==> src/rtl/spi_cmd_decoder.sv <==
// SPI-slave (mode 0) front end: deserialises a 2-byte frame into a one-cycle
// fetch/load register-bus command and returns read data on MISO in the same frame.

module spi_cmd_decoder #(
  parameter int READ_LATCH_DELAY = 2
) (
  input  logic       i_rst_b,
  input  logic       i_sys_clk,
  input  logic       i_spi_sck,
  input  logic       i_spi_mosi,
  input  logic       i_spi_cs_b,
  output logic       o_spi_miso,
  output logic [4:0] o_ioc,
  output logic [7:0] o_data_out,
  output logic [3:0] o_cs_vec,
  output logic       o_fetch_cmd,
  output logic       o_load_cmd,
  input  logic [7:0] i_mod_data_0,
  input  logic [7:0] i_mod_data_1,
  input  logic [7:0] i_mod_data_2,
  input  logic [7:0] i_mod_data_3
);

  localparam int             WCW       = $clog2(READ_LATCH_DELAY + 1);
  localparam logic [WCW-1:0] WAIT_LAST = WCW'(READ_LATCH_DELAY - 1);

  typedef enum logic [2:0] {
    ST_IDLE, ST_CMD, ST_FETCH, ST_WAIT, ST_DATA, ST_LOAD, ST_DONE
  } state_e;

  state_e         state_q,     state_d;
  logic [2:0]     sck_sync_q,  sck_sync_d;
  logic [1:0]     mosi_sync_q, mosi_sync_d;
  logic [2:0]     cs_sync_q,   cs_sync_d;
  logic [2:0]     bit_cnt_q,   bit_cnt_d;
  logic [WCW-1:0] wait_cnt_q,  wait_cnt_d;
  logic [6:0]     rx_q,        rx_d;
  logic [7:0]     tx_q,        tx_d;
  logic           rw_q,        rw_d;
  logic [1:0]     sel_q,       sel_d;
  logic [4:0]     ioc_q,       ioc_d;
  logic [3:0]     cs_vec_q,    cs_vec_d;
  logic [7:0]     data_out_q,  data_out_d;

  logic       sck_rise, sck_fall, cs_fall, cs_b_s, mosi_s;
  logic [7:0] rx_byte, mod_rdata;

  always_comb begin
    sck_sync_d  = {sck_sync_q[1:0], i_spi_sck};
    mosi_sync_d = {mosi_sync_q[0], i_spi_mosi};
    cs_sync_d   = {cs_sync_q[1:0], i_spi_cs_b};
  end

  // Sync flops reset low, so a CS already low at reset release never looks like a falling edge.
  assign cs_b_s   = cs_sync_q[1];
  assign cs_fall  = cs_sync_q[2] & ~cs_sync_q[1];
  assign sck_rise = sck_sync_q[1] & ~sck_sync_q[2];
  assign sck_fall = ~sck_sync_q[1] & sck_sync_q[2];
  assign mosi_s   = mosi_sync_q[1];
  assign rx_byte  = {rx_q, mosi_s};

  always_comb begin
    mod_rdata = 8'h00;
    case (sel_q)
      2'd0:    mod_rdata = i_mod_data_0;
      2'd1:    mod_rdata = i_mod_data_1;
      2'd2:    mod_rdata = i_mod_data_2;
      default: mod_rdata = 8'h00;
    endcase
  end

  always_comb begin
    // NOTE: every variable gets its hold value first so no path through the case infers a latch.
    state_d    = state_q;
    bit_cnt_d  = bit_cnt_q;
    wait_cnt_d = wait_cnt_q;
    rx_d       = rx_q;
    tx_d       = tx_q;
    rw_d       = rw_q;
    sel_d      = sel_q;
    ioc_d      = ioc_q;
    cs_vec_d   = cs_vec_q;
    data_out_d = data_out_q;

    case (state_q)
      ST_IDLE: begin
        if (cs_fall) begin
          state_d   = ST_CMD;
          bit_cnt_d = '0;
          rx_d      = '0;
        end
      end
      ST_CMD, ST_FETCH, ST_WAIT, ST_DATA: begin
        if (cs_b_s) begin
          state_d  = ST_IDLE;
          cs_vec_d = '0;
        end else if (state_q == ST_CMD) begin
          if (sck_rise) begin
            rx_d      = rx_byte[6:0];
            bit_cnt_d = bit_cnt_q + 3'd1;
            if (bit_cnt_q == 3'd7) begin
              rw_d     = rx_byte[7];
              sel_d    = rx_byte[6:5];
              ioc_d    = rx_byte[4:0];
              cs_vec_d = 4'b0001 << rx_byte[6:5];
              state_d  = rx_byte[7] ? ST_DATA : ST_FETCH;
            end
          end
        end else if (state_q == ST_FETCH) begin
          wait_cnt_d = '0;
          state_d    = ST_WAIT;
        end else if (state_q == ST_WAIT) begin
          if (wait_cnt_q == WAIT_LAST) begin
            tx_d    = mod_rdata;
            state_d = ST_DATA;
          end else begin
            wait_cnt_d = wait_cnt_q + WCW'(1);
          end
        end else begin
          if (sck_rise) begin
            rx_d      = rx_byte[6:0];
            bit_cnt_d = bit_cnt_q + 3'd1;
            if (bit_cnt_q == 3'd7) begin
              if (rw_q) begin
                data_out_d = rx_byte;
                state_d    = ST_LOAD;
              end else begin
                state_d = ST_DONE;
              end
            end
          end else if (sck_fall && !rw_q && bit_cnt_q != 3'd0) begin
            // The last byte0 fall lands here with bit_cnt 0 and must not disturb bit7.
            tx_d = {tx_q[6:0], 1'b0};
          end
        end
      end
      ST_LOAD: state_d = ST_DONE;
      ST_DONE: begin
        if (cs_b_s) begin
          state_d  = ST_IDLE;
          cs_vec_d = '0;
        end
      end
      default: begin
        state_d  = ST_IDLE;
        cs_vec_d = '0;
      end
    endcase
  end

  always_ff @(posedge i_sys_clk or negedge i_rst_b) begin
    if (!i_rst_b) begin
      state_q     <= ST_IDLE;
      sck_sync_q  <= '0;
      mosi_sync_q <= '0;
      cs_sync_q   <= '0;
      bit_cnt_q   <= '0;
      wait_cnt_q  <= '0;
      rx_q        <= '0;
      tx_q        <= '0;
      rw_q        <= 1'b0;
      sel_q       <= '0;
      ioc_q       <= '0;
      cs_vec_q    <= '0;
      data_out_q  <= '0;
    end else begin
      // NOTE: non-blocking updates so every flop samples pre-edge values regardless of order.
      state_q     <= state_d;
      sck_sync_q  <= sck_sync_d;
      mosi_sync_q <= mosi_sync_d;
      cs_sync_q   <= cs_sync_d;
      bit_cnt_q   <= bit_cnt_d;
      wait_cnt_q  <= wait_cnt_d;
      rx_q        <= rx_d;
      tx_q        <= tx_d;
      rw_q        <= rw_d;
      sel_q       <= sel_d;
      ioc_q       <= ioc_d;
      cs_vec_q    <= cs_vec_d;
      data_out_q  <= data_out_d;
    end
  end

  assign o_ioc       = ioc_q;
  assign o_data_out  = data_out_q;
  assign o_cs_vec    = cs_vec_q;
  assign o_fetch_cmd = (state_q == ST_FETCH);
  assign o_load_cmd  = (state_q == ST_LOAD);
  assign o_spi_miso  = (state_q == ST_DATA) & ~rw_q & ~cs_b_s & tx_q[7];

endmodule

==> config.mk <==
export PLATFORM = sky130hd
export DESIGN_NAME = spi_cmd_decoder
export DESIGN_NICKNAME = d
export VERILOG_FILES = /design/src/rtl/spi_cmd_decoder.sv
export SDC_FILE = /design/constraint.sdc
export NUM_CORES = 1
export LEC_CHECK = 0
export ABC_CLOCK_PERIOD_IN_PS = 2100
export BUFFER_PORTS_ARGS = -buffer_cell sky130_fd_sc_hd__buf_2
export CAP_MARGIN = 20
export CORE_ASPECT_RATIO = 0.6
export CORE_MARGIN = 4
export CORE_UTILIZATION = 52
export DETAILED_ROUTE_END_ITERATION = 6
export PLACE_DENSITY = 0.77
export SLEW_MARGIN = 40
export SYNTH_ARGS = -nofsm -noshare
export SYNTH_HDL_FRONTEND = slang
export SYNTH_SLANG_ARGS = --single-unit
==> constraint.sdc <==
create_clock -name i_sys_clk -period 2.1 [get_ports i_sys_clk]
set_clock_uncertainty 0.1 [all_clocks]
set_input_delay 0.21 -clock i_sys_clk [delete_from_list [all_inputs] [get_ports i_sys_clk]]
set_output_delay 0.21 -clock i_sys_clk [all_outputs]
set_load 0.05 [all_outputs]
Yosys cells after proc, flatten, opt, wreduce, memory -nomap -nowiden

Index checks and enable logic that the tools add are counted.

Bits in registers: 51
Latch bits: 0
Bits in writable memories: 0
Bits in read-only memories: 0
Bits of input ports: 37
Output and inout port bits: 20
Word-level logic and storage cells: 116
Memories kept: 0

Add/subtract/negate cells: 2
Multiply operators: 0
Div/mod/pow operators: 0
$lt $le $gt $ge: 0
Equality and inequality tests: 26
Shifts and indexed selects: 1
Muxes and demuxes: 42
Bitwise gates (word level): 14
Reduce and logical (&&, ||, !) cells: 18

Operator list:

| operator                                                         | count |
|---|---|
| 3-bit two-way mux                                                | 18 |
| 7-bit two-way mux                                                | 6 |
| 8-bit two-way mux                                                | 4 |
| 8-bit case mux with 3 select lines                               | 1 |
| 4-bit two-way mux                                                | 5 |
| 5-bit AND reduction                                              | 4 |
| 3-bit inequality test (second input constant)                    | 5 |
| 7-bit case mux with 2 select lines                               | 1 |
| 7-bit AND reduction                                              | 2 |
| 3-bit == test (second input constant)                            | 4 |
| 3-bit case mux with 4 select lines                               | 1 |
| 4-bit case mux with 3 select lines                               | 1 |
| 5-bit inequality test (second input constant)                    | 2 |
| 2-bit two-way mux                                                | 4 |
| 2-bit inequality test (second input constant)                    | 4 |
| 4-bit inequality test (second input constant)                    | 2 |
| 1-bit NOT                                                        | 8 |
| 8-bit AND reduction                                              | 1 |
| 1-bit bitwise AND                                                | 6 |
| 3-bit by 2-bit == test with 1-bit output (second input constant) | 2 |
| 6-bit inequality test (second input constant)                    | 1 |
| 3-bit case mux with 2 select lines                               | 1 |
| 2-bit nonzero test                                               | 3 |
| 2-bit by 1-bit == test with 1-bit output (second input constant) | 2 |
| other kinds (13)                                                 | 15 |

Longest topological paths before layout

Gate-level depths: netlist (run 1).

Depth after elaboration: 8
Depth in mapped cells: 7

Worst setup path after synthesis (run 1)

No wires, ideal clock.

Kind: register -> register
Start point: register state_q[1]
End point: register cs_vec_q[0] (netlist: o_cs_vec[0])
Arrival time: 1.698 ns
Required time: 1.875 ns
Setup slack: 0.177 ns
Stages on the path, launching flop included: 5
Period minus slack after synthesis: 1.923 ns
Cells stage by stage: dfrtp_1 -> buf_6 -> nor2_1 -> nor4_4 -> mux2_2

Cells in the longest elaborated chain, start to end: 4
Elaborated cells on any way between the ends: 16
Those cells by class: 10 x eq/ne; 1 x mux; 1 x bitwise; 4 x reduce/logical

Ends and longest elaborated chain:

| what                                    | line | text |
|---|---|---|
| start, declared                         | 31   | `state_e state_q, state_d;` |
| start signal, assigned                  | 168  | `state_q <= state_d;` |
| 3-bit == test (*)                       | -    |  |
| named net o_load_cmd                    | 17   | `output logic o_load_cmd,` |
| 2-bit OR reduction (no source line) (*) | -    |  |
| 1-bit NOT (no source line)              | -    |  |
| 5-bit AND reduction (no source line)    | -    |  |
| end signal, assigned                    | 179  | `cs_vec_q <= cs_vec_d;` |
| end, declared                           | 42   | `logic [3:0] cs_vec_q, cs_vec_d;` |

Mark *: on every way through the listed nets, which the timed path passes. The rest lies on a longest branch.
A chain may end at the register's enable or synchronous reset.

Worst setup path after layout (run 1)

Start point: register state_q[1]
End point: register tx_q[5]

Cells in the longest elaborated chain, start to end: 3
Elaborated cells on any way between the ends: 12
Those cells by class: 6 x eq/ne; 1 x mux; 2 x bitwise; 3 x reduce/logical

Ends and longest elaborated chain:

| what                                                                                      | line    | text |
|---|---|---|
| 3-bit by 2-bit == test with 1-bit output (tied with other cells)                          | 85, 112 |  |
| 2-bit by 1-bit inequality test with 1-bit output (no source line) (tied with other cells) | -       |  |
| 7-bit AND reduction (no source line)                                                      | -       |  |
| end signal, assigned                                                                      | 175     | `tx_q <= tx_d;` |
| end, declared                                                                             | 38      | `logic [7:0] tx_q, tx_d;` |

Parallel ways exist; a longest one is shown, timed or not.

==> summary.md, run 1 <==
| Metric | Value |
|---|---|
| Outcome | completed |
| Num rows | 19 |
| Gate Count Post-Synth | approximately 220 |
| Post-CTS Setup Inserts | 0 |
| Library cells used by synthesis | 46 |
| CP endpoint kind | flop |
| Antenna violations before repair | 0 |
| Final Util | about two thirds |
| Setup violations, final | 0 |
| Number of flops mapped to enable cells by yosys | 0 |
| Core box area | 0.00464 mm2 |
| Largest net degree at the start of global routing | 31 |
| Rel. slew slack | 56.8% |
| Sw Share | between 30 and 40% |
| Synth Area in Compound Gates | roughly an eighth |
| Worst R2R End | tx_q[5] |
| Finished Cell Area | roughly 0.0030 mm2 |
| DP HPWL | between 3 and 4 mm |
| Layout area overhead | 18.7% |
| Worst path arrival time | approximately 2.1 ns |
| Internal | roughly 1.8 mW |
| Number of global-route vias before repair | 1863 |
| DR WL/cell | 15.5 um |
| Cell leakage power | 1.49 nW |
| RSZ-0062 raised after global routing | no |
| Multi-input gate area | 0.00117 mm2 |
| GRT Residual Overflow | 0 |
| Placed instance count | 326 |
| Placer Congestion | ~0.81 |
| Peak Freq | about 500 MHz |
| Slew Limit Fails | 0 |
| Critical path fanouts, max | 8 |
| Synth Area in Adders | between 1.5 and 2% |
| # nets final | approximately 320 |
| Sequential Power Share | 43.5% |
| Final Non-Filler Cells | 338 |
| Sequential area share after synthesis | 50.2% |
| Synth Cell Area | ~0.0025 mm2 |
| Worst R2R Start | state_q[1] |
| Sw Pwr | 1.03 mW |
| Register area | 0.00128 mm2 |
| TritonCTS clock tree | done |
| Layout fillers | approximately 370 |
| CTS Buf Count | 5 |
| Deepest clock path buffer count | 2 |
| Combinational share of power | 35.7% |
| Fin. Hold Viols | 0 |
| Layout cell share with drive strength beyond 1 | between 30% and 40% |
| Width of the die | between 90 and 100 um |
| DR iter-0 viols | 156 |
| Starting density of the core | approximately 55% |
| Syn. warnings | 0 |
| Vias per cell | between 5 and 6 |
| Clk pwr share | 20.8% |
| Antenna Nets Post-Route | 0 |
| I/O Pins | 57 |
| Register-to-register setup slack | between 0.09 and 0.1 ns |
| Overall Global Routing Usage | about 18% |
| Clock Latency Late Sink | between 0.3 and 0.4 ns |
| DRC violations left | 0 |
| Final WS setup | 0.0945 ns |
| Hold EP | tx_q[0] |
| Final WL | about 5.2 mm |
| Syn Area/Cell | 11.8 um2 |
| CP Launch Type | flop |
| Synthesized Nets | roughly 260 |
| Commonest register cell after synthesis | dfrtp_1 |
| Root buffer cell | clkbuf_8 |
| Worst Max-Slew Pin Slew | roughly 0.65 ns |
| First-pass detailed-route iteration total | 4 |
| Max-cap viol count | 0 |
| Diode count | 0 |
| Hold Crit Start | i_mod_data_1[0] |
| Largest family of logic cells by synthesized area | multiplexers |
| Synth Register Bits | roughly 50 |
| # clock sinks | about 50 |
| First-pass GRT wire length | between 8 and 9 mm |
| Commonest non-fill, non-tap cell in the layout | dfrtp_1 |
| Hold Path Class | primary input to flop |
| Peak supply drop | between 0.6 and 0.7 mV |
| Port Buf Inserts | between 40 and 50 |
| Simple-Gate Fraction of Synth Area | 14.1% |
| Pre-CTS WS | between 0.05 and 0.06 ns |
| Placed inst area | slightly below 0.003 mm2 |
| Period minus WS final | roughly 2.0 ns |
| Fraction of registers with async set/reset | 100% |
| Multiplexer area fraction after synthesis | 16.3% |
| Vias | between 1500 and 2000 |
| Hold Path Stages | 4 |
| Final period utilization | approximately 95% |
| XOR/XNOR Fraction of Synth Area | less than 1% |
| Critical Path RT | 2.20 ns |
| Clock Pin Slew Worst Setup and Hold Paths | ~0.090 ns |
| Most frequent cells in the layout | dfrtp_1, buf_2, mux2_2, nor2_1 |
| Crit Path Class | flop to flop |
| H-tree depth | 2 |
| Setup total negative slack | 0 ns |
| Die area | 0.00611 mm2 |
| Pwr/cell area | roughly 940 mW/mm2 |
| Die Ht | 62.2 um |
| Reg2Reg Depth | 4 |
[power groups by stage]
stage | sequential [mW] | clock (mW) | combinational, mW
2_1_floorplan | 1.24 | 0 | 0.747
3_3_place_gp | 1.25 | 0 | 0.964
3_5_place_dp | 1.25 | 0 | 0.996
4_1_cts | 1.23 | 0.595 | 1.01
5_1_grt | 1.26 | 0.650 | 1.11
6_report | 1.23 | 0.589 | 1.01
[worst max-delay path: stages, from the launching register on]
cell     delay, ns
dfrtp_1       0.46
nor3_1        0.39
nand4_1       0.24
a21oi_4       0.34
mux2_2        0.38
[through the flow]
step / power [mW] / hold slack (ns)
2_1_floorplan: 1.99 / -0.186
3_3_place_gp: 2.21 / 0.177
3_5_place_dp: 2.25 / 0.173
4_1_cts: 2.84 / 0.212
5_1_grt: 3.02 / 0.232
6_report: 2.83 / 0.202
[worst max-delay path by stage]
| stage | startpoint | to | cells past startpoint |
|---|---|---|---|
| after floorplan | state_q[1] | o_cs_vec[0] | 4 |
| after global placement | bit_cnt_q[0] | o_data_out[2] | 6 |
| after detailed placement | bit_cnt_q[0] | o_data_out[5] | 6 |
| after CTS | bit_cnt_q[1] | o_data_out[5] | 6 |
| after global routing | state_q[1] | tx_q[6] | 4 |
| final | state_q[1] | tx_q[5] | 4 |
[synth_stat cells (all sizes together), types with 2 or more instances]
library cell  number  share of area (%)
or3b               2               0.69
nor2b              4               0.98
mux2              27                 12
nor4               2                1.7
nand2              5               0.84
buf               10                2.7
mux2i             11                4.3
dfrtp             51                 50
nand3              2               0.39
and2               2               0.49
and3b              2               0.69
a21oi             13                3.1
nand2b             6                1.5
a2bb2oi            9                3.1
a22o               9                3.1
o21ai              7                1.5
clkbuf             2               0.30
inv                8                1.2
nor3               8                1.8
ha                 4                2.0
nor2              18                3.0
[flip-flops by register name, indices dropped and copies added (netlist names), 2 cells and up]
name	flops
o_data_out	8
tx_q	8
rx_q	7
o_ioc	5
o_cs_vec	4
bit_cnt_q	3
cs_sync_q	3
sck_sync_q	3
state_q	3
mosi_sync_q	2
sel_q	2
wait_cnt_q	2
[metal layers]
| layer | up-vias | share of wire, % | wire length [um] | GRT usage [%] |
|---|---|---|---|---|
| met1 | 898 | 51 | 2680 | 26.6 |
| met2 | 36 | 44 | 2300 | 25.5 |
| met4 | 0 | 0.54 | 28 | 3.41 |
| met5 | - | 0 | 0 | 0 |
| met3 | 5 | 4.3 | 224 | 5.59 |
| li1 | 897 | - | - | - |
[cell families after synthesis]
group                    after synthesis
buffers and inverters                 20
multiplexers                          38
XOR/XNOR                               1
adder cells (fa/ha/maj)                4
AND/OR/NAND/NOR                       57
AO/OA/AOI/OAI                         45
flip-flops                            51
[timing repair]
action                                  4_1_cts  5_1_grt
endpoints found under the hold margin        31        0
resized for setup                             0        2
endpoints found under the setup margin        0        9
hold buffers                                  4        0
[area by class of cell]
type | instances | area share (%)
sequential | 51 | 42.3
multi-input combinational | 145 | 38.6
timing repair buffer | 63 | 12.4
tap | 63 | 2.61
clock buffer | 5 | 2.28
inverter | 8 | 0.994
clock inverter | 3 | 0.787
No activity file was read; power rests on OpenSTA's default activity.
==> run 2: changes to the inputs <==
--- a/config.mk
+++ b/config.mk
@@ -5,7 +5,7 @@
 export SDC_FILE = /design/constraint.sdc
 export NUM_CORES = 1
 export LEC_CHECK = 0
-export ABC_CLOCK_PERIOD_IN_PS = 2100
+export ABC_CLOCK_PERIOD_IN_PS = 2300
 export BUFFER_PORTS_ARGS = -buffer_cell sky130_fd_sc_hd__buf_2
 export CAP_MARGIN = 20
 export CORE_ASPECT_RATIO = 0.6
==> constraint.sdc (replaced) <==
create_clock -name i_sys_clk -period 2.3 [get_ports i_sys_clk]
set_clock_uncertainty 0.1 [all_clocks]
set_input_delay 0.23 -clock i_sys_clk [delete_from_list [all_inputs] [get_ports i_sys_clk]]
set_output_delay 0.23 -clock i_sys_clk [all_outputs]
set_load 0.05 [all_outputs]
==> summary.md, run 2 (synthesis results as in run 1) <==
| Metric | Value |
|---|---|
| Outcome | completed (unchanged) |
| Worst path cell trace | ha_1 > ha_1 > and3b_1 > nand3_1 > nor2_4 > mux2_2 (was nor3_1 > nand4_1 > a21oi_4 > mux2_2) |
| CP Launch Type | flop (unchanged) |
| Num rows | 19 (unchanged) |
| Final Non-Filler Cells | 333 (was 338) |
| Commonest non-fill, non-tap cell in the layout | dfrtp_1 (unchanged) |
| GRT Residual Overflow | 0 (unchanged) |
| Die Ht | 62.2 um (unchanged) |
| Critical Path RT | 2.40 ns (was 2.20 ns) |
| DR WL/cell | 15.1 um (was 15.5 um) |
| Slew Limit Fails | 0 (unchanged) |
| Layout area overhead | 17.2% (was 18.7%) |
| Met3 WL post-DR | 293 um (was 224 um) |
| Metal-1 WL | 2.51 mm (was 2.68 mm) |
| Period minus WS final | 2.09 ns (was 2.01 ns) |
| Pwr/cell area | 845 mW/mm2 (was 938 mW/mm2) |
| Hold Path Class | primary input to flop (unchanged) |
| Placer Congestion | 0.822 (was 0.806) |
| Setup total negative slack | 0 ns (unchanged) |
| DP HPWL | 3.83 mm (was 3.95 mm) |
| Width of the die | 98.3 um (unchanged) |
| Reg2Reg Depth | 6 (was 4) |
| Clock Latency Late Sink | 0.31 ns (about the same) |
| Slowest CP cell | dfrtp_1 (unchanged) |
| Pre-CTS WS | 0.226 ns (was 0.0557 ns) |
| Register area | 0.00128 mm2 (unchanged) |
| Port Buf Inserts | 48 (unchanged) |
| Critical path fanouts, max | 8 (unchanged) |
| Cell leakage power | 1.47 nW (was 1.49 nW) |
| Final WS setup | 0.206 ns (was 0.0945 ns) |
| Worst Max-Slew Pin Slew | 0.584 ns (was 0.648 ns) |
| # nets final | 310 (was 315) |
| Most frequent cells in the layout | dfrtp_1, buf_2, mux2_2, nor2_1 (unchanged) |
| CP max stage delay | 0.40 ns (was 0.46 ns) |
| Final WL | 5.01 mm (was 5.23 mm) |
| Final period utilization | 91.0% (was 95.5%) |
| Hold Path Stages | 4 (unchanged) |
| CTS Buf Count | 5 (unchanged) |
| CP endpoint kind | flop (unchanged) |
| Crit Path Class | flop to flop (unchanged) |
| I/O Pins | 57 (unchanged) |
| Root buffer cell | clkbuf_8 (unchanged) |
| Starting density of the core | 54.9% (unchanged) |
| Post-CTS Hold Buffers | 4 (unchanged) |
| RSZ-0062 raised after global routing | no (unchanged) |
| TritonCTS clock tree | done (unchanged) |
| # resized after CTS | 0 (unchanged) |
| Number of global-route vias before repair | 1756 (was 1863) |
| Clock Pin Slew Worst Setup and Hold Paths | 0.10 ns (was 0.09 ns) |
| Antenna violations before repair | 0 (unchanged) |
| Diode count | 0 (unchanged) |
| Placed instance count | 321 (was 326) |
| Core box area | 0.00464 mm2 (unchanged) |
| CP dominant cell by count | ha_1 |
| Worst path arrival time | 2.19 ns (was 2.10 ns) |
| Vias | 1831 (was 1836) |
| Antenna Nets Post-Route | 0 (unchanged) |
| Layout fillers | 366 (was 368) |
| Multi-input gate area | 0.00116 mm2 (was 0.00117 mm2) |
| DR iter-0 viols | 79 (was 156) |
| Largest net degree at the start of global routing | 27 (was 31) |
| Peak Freq | 478 MHz (was 499 MHz) |
| Fin. Hold Viols | 0 (unchanged) |
| Deepest clock path buffer count | 2 (unchanged) |
| Finished Cell Area | 0.00298 mm2 (was 0.00302 mm2) |
| Top layer in use | met4 (unchanged) |
| First-pass GRT wire length | 8.62 mm (was 8.82 mm) |
| # clock sinks | 51 (unchanged) |
| Post-CTS Setup Inserts | 0 (unchanged) |
| Setup violations, final | 0 (unchanged) |
| First-pass detailed-route iteration total | 4 (unchanged) |
| Rel. slew slack | 60.8% (was 56.8%) |
| Vias per cell | 5.50 (was 5.43) |
| Overall Global Routing Usage | 17.1% (was 17.8%) |
| Die area | 0.00611 mm2 (unchanged) |
| Max-cap viol count | 0 (unchanged) |
| DRC violations left | 0 (unchanged) |
| Peak supply drop | 0.432 mV (was 0.618 mV) |
| Placed inst area | 0.00284 mm2 (was 0.00288 mm2) |
| H-tree depth | 2 (unchanged) |
| Layout cell share with drive strength beyond 1 | 36.7% (was 38.5%) |
| Met2 Routed Length | 2.20 mm (was 2.30 mm) |
## run 2: cell count changes in the layout (fill, tap and decap cells not counted)
cell,previous run,this run
and3b_1,1,2
and3b_2,1,0
buf_4,10,5
clkinv_2,1,0
clkinv_4,0,1
nand3_1,1,2
nand3_2,1,0
## run 2: layout make-up
cell class | count | area share [%]
Sequential cell | 51 | 42.8
Multi-Input combinational cell | 145 | 39.0
Timing Repair Buffer | 58 | 11.3
Tap cell | 63 | 2.64
Clock buffer | 5 | 2.31
Inverter | 8 | 1.01
Clock inverter | 3 | 0.924
## run 2: final timing paths
| kind | startpoint | to | slack [ns] |
|---|---|---|---|
| worst min-delay path | i_mod_data_1[0] | tx_q[0] | 0.23 |
| worst max-delay path | bit_cnt_q[0] | o_data_out[5] | 0.21 |
| max in group asynchronous | i_rst_b | o_ioc[0] | 1.22 |
| worst min register to register | mosi_sync_q[0] | mosi_sync_q[1] | 0.26 |
| min in group asynchronous | i_rst_b | wait_cnt_q[0] | 0.35 |
| worst max register to register | bit_cnt_q[0] | o_data_out[5] | 0.21 |
## run 2: worst max-delay path, delay by kind of cell (launching register included)
kind          cells  cell delay [ns]
simple gates      3             0.80
fa+ha+maj         2             0.31
flops             1             0.40
mux               1             0.38
## run 2: report_power, final
group	switching (mW)	total, mW	internal [mW]
Combinational	0.452	0.822	0.370
Clock	0.317	0.541	0.224
Sequential	0.137	1.16	1.02
## run 2: layer usage
metal,up-vias,global-route usage (%)
li1,885,-
met1,888,26.9
met2,55,24.1
met3,3,4.03
met4,0,3.07
met5,-,0
## run 2: metrics by stage
stage / hold WS [ns] / total power [mW] / util (%)
2_1_floorplan: -0.166 / 1.81 / -
3_3_place_gp: 0.166 / 1.97 / 61.3
3_5_place_dp: 0.170 / 1.99 / 61.3
4_1_cts: 0.234 / 2.53 / 64.3
5_1_grt: 0.253 / 2.68 / 64.3
6_report: 0.233 / 2.52 / 64.3
==> run 3: changes to the inputs <==
--- a/config.mk
+++ b/config.mk
@@ -5,9 +5,9 @@
 export SDC_FILE = /design/constraint.sdc
 export NUM_CORES = 1
 export LEC_CHECK = 0
+export ABC_AREA = 1
 export ABC_CLOCK_PERIOD_IN_PS = 2300
 export BUFFER_PORTS_ARGS = -buffer_cell sky130_fd_sc_hd__buf_2
-export CAP_MARGIN = 20
 export CORE_ASPECT_RATIO = 0.6
 export CORE_MARGIN = 4
 export CORE_UTILIZATION = 52
==> summary.md, run 3 <==
| Metric | Value |
|---|---|
| Synth Register Bits | 51 (unchanged) |
| Peak supply drop | 0.481 mV (was 0.432 mV) |
| Slowest CP cell | dfrtp_1 (unchanged) |
| First-pass detailed-route iteration total | 5 (was 4) |
| Top post-synthesis cells by area | dfrtp_1, nand2_1, o21ai_0, nand3b_1, nand3_1 (was dfrtp_1, mux2_2, mux2i_1, a22o_1, a2bb2oi_1) |
| Gate Count Post-Synth | 333 (was 216) |
| CP endpoint kind | flop (unchanged) |
| DR iter-0 viols | 223 (was 79) |
| Die Ht | 63.4 um (was 62.2 um) |
| Post-CTS Setup Inserts | 0 (unchanged) |
| DR WL/cell | 12.8 um (was 15.1 um) |
| Library cells used by synthesis | 29 (was 46) |
| Critical path fanouts, max | 15 (was 8) |
| Overall Global Routing Usage | 19.6% (was 17.1%) |
| Outcome | completed (unchanged) |
| Deepest clock path buffer count | 2 (unchanged) |
| Diode count | 0 (unchanged) |
| Clock Latency Late Sink | 0.30 ns (was 0.31 ns) |
| Number of global-route vias before repair | 2145 (was 1756) |
| TritonCTS clock tree | done (unchanged) |
| Vias per cell | 5.10 (was 5.50) |
| # clock sinks | 51 (unchanged) |
| Peak Freq | 492 MHz (was 478 MHz) |
| First-pass GRT wire length | 10.1 mm (was 8.62 mm) |
| Syn. warnings | 0 (unchanged) |
| Antenna Nets Post-Route | 0 (unchanged) |
| Slew Limit Fails | 0 (unchanged) |
| Setup violations, final | 0 (unchanged) |
| Finished Cell Area | 0.00313 mm2 (was 0.00298 mm2) |
| Dominant cell type by area after synthesis | dfrtp_1 (unchanged) |
| Worst Max-Slew Pin Slew | 0.523 ns (was 0.584 ns) |
| Clock Pin Slew Worst Setup and Hold Paths | 0.09 ns (was 0.10 ns) |
| Final period utilization | 88.4% (was 91.0%) |
| RSZ-0062 raised after global routing | no (unchanged) |
| Syn Area/Cell | 7.98 um2 (was 11.8 um2) |
| Hold WS | 0.174 ns (was 0.233 ns) |
| GRT Residual Overflow | 0 (unchanged) |
| Number of flops mapped to enable cells by yosys | 0 (unchanged) |
| Max-cap viol count | 0 (unchanged) |
| Starting density of the core | 55.9% (was 54.9%) |
| Sequential area share after synthesis | 48.0% (was 50.2%) |
| Placed inst area | 0.00298 mm2 (was 0.00284 mm2) |
| Crit Path Class | flop to flop (unchanged) |
| CP max stage delay | 0.50 ns (was 0.40 ns) |
| DRC violations left | 0 (unchanged) |
| Period minus WS final | 2.03 ns (was 2.09 ns) |
| Critical Path RT | 2.44 ns (was 2.40 ns) |
| Fin. Hold Viols | 0 (unchanged) |
| # nets final | 434 (was 310) |
| Layout cell share with drive strength beyond 1 | 20.8% (was 36.7%) |
| Placer Congestion | 0.878 (was 0.822) |
| Width of the die | 100 um (was 98.3 um) |
| Post-CTS Hold Buffers | 4 (unchanged) |
| Placed instance count | 445 (was 321) |
| CTS Buf Count | 5 (unchanged) |
| Setup total negative slack | 0 ns (unchanged) |
| Num rows | 19 (unchanged) |
| Hold Path Class | primary input to flop (unchanged) |
| Pwr/cell area | 968 mW/mm2 (was 845 mW/mm2) |
| Top-count cell post-synth | nand2_1 (was dfrtp_1) |
| Core box area | 0.00475 mm2 (was 0.00464 mm2) |
| Synthesized Nets | 374 (was 257) |
| Final Non-Filler Cells | 457 (was 333) |
| Antenna violations before repair | 0 (unchanged) |
| Root buffer cell | clkbuf_8 (unchanged) |
| Commonest register cell after synthesis | dfrtp_1 (unchanged) |
| H-tree depth | 2 (unchanged) |
| Worst path arrival time | 2.18 ns (was 2.19 ns) |
| Die area | 0.00635 mm2 (was 0.00611 mm2) |
| Cell leakage power | 1.73 nW (was 1.47 nW) |
| I/O Pins | 57 (unchanged) |
| Top-area cell type share of the netlist area | 48.0% (was 50.2%) |
| Synth Cell Area | 0.00266 mm2 (was 0.00254 mm2) |
| CP Launch Type | flop (unchanged) |
| Vias | 2332 (was 1831) |
| # resized after CTS | 0 (unchanged) |
| Largest net degree at the start of global routing | 29 (was 27) |
| Layout area overhead | 17.9% (was 17.2%) |
| Commonest cells in the netlist | nand2_1, dfrtp_1, inv_1, o21ai_0, nand3_1 (was dfrtp_1, mux2_2, nor2_1) |
| Worst path cell trace | nor2_2 > nand2_2 > nand3_4 > nand3_2 > nor2_2 > nand2_1 > nand2_1 (was ha_1 > ha_1 > and3b_1 > nand3_1 > nor2_4 > mux2_2) |
| DP HPWL | 4.48 mm (was 3.83 mm) |
| Port Buf Inserts | 48 (unchanged) |
| Rel. slew slack | 65.0% (was 60.8%) |
| Commonest non-fill, non-tap cell in the layout | nand2_1 (was dfrtp_1) |
| Fraction of registers with async set/reset | 100% (unchanged) |
| Most frequent cells in the layout | nand2_1, dfrtp_1, buf_2, inv_1, o21ai_0 (was dfrtp_1, buf_2, mux2_2, nor2_1) |
| Final WL | 5.87 mm (was 5.01 mm) |
-- run 3: cell count changes after synthesis, moves of 6 or more --
cell       change
nand3b_1      +14
nand2_1      +136
a22o_1         -9
nand2b_1       -6
inv_1         +15
mux2i_1       -11
a2bb2oi_1      -9
mux2_2        -26
a21oi_1        -7
o21ai_0       +18
nand3_1       +16
-- run 3: worst max-delay path: cells and delay by family (launching register included) --
kind	cells	cell delay, ns
AND/OR/NAND/NOR	7	1.37
flip-flops	1	0.50
-- run 3: cell type report --
class / count / area (um2)
clock buffers: 6 / 82.6
multi-input cells: 248 / 1210
repair buffers: 62 / 355
fillers: 402 / 1620
well taps: 63 / 78.8
clock inverters: 2 / 35.0
flip-flops and latches: 51 / 1280
inverters: 25 / 96.3
-- run 3: layer usage --
metal  share of wire (%)  GRT usage (%)  wire length [um]  vias up
met1                  51           30.2              3000     1076
met2                  42           28.1              2450       66
li1                    -              -                 -     1186
met5                   0              0                 0        -
met4                0.61           4.20                36        0
met3                 6.5           4.30               383        4
-- run 3: cells by family after synthesis --
logic type      count (synthesis)  share of synthesized area (%)
buf+inv                        34                           6.45
flops                          51                           48.0
compound gates                 38                           8.53
simple gates                  206                           35.1
fa+ha+maj                       4                           1.88
-- run 3: stage by stage --
| step | worst slack, ns | util [%] | power, mW |
|---|---|---|---|
| detailed placement | 0.290 | 62.6 | 2.38 |
| global route | 0.0774 | 65.9 | 3.26 |
| CTS | 0.279 | 65.9 | 3.04 |
| finish | 0.267 | 65.9 | 3.03 |
| global placement | 0.323 | 62.6 | 2.33 |
| floorplan | 0.552 | - | 2.15 |
-- run 3: power breakdown --
part | total [mW] | switching [mW] | internal, mW | leakage (nW)
clock network | 0.641 | 0.289 | 0.352 | 0.0612
registers | 1.20 | 0.146 | 1.05 | 0.652
logic | 1.19 | 0.775 | 0.419 | 1.02
total | 3.03 | 1.21 | 1.82 | 1.73
-- run 3: path summary, 6_finish.rpt --
kind,to,startpoint,slack (ns),depth (start not counted)
worst min register to register,mosi_sync_q[1],mosi_sync_q[0],0.25,0
worst max register to register,o_data_out[3],state_q[0],0.27,7
max in group asynchronous,rx_q[3],i_rst_b,1.46,3
worst min-delay path,tx_q[0],i_mod_data_2[0],0.17,5
worst max-delay path,o_data_out[3],state_q[0],0.27,7
min in group asynchronous,sel_q[1],i_rst_b,0.34,3
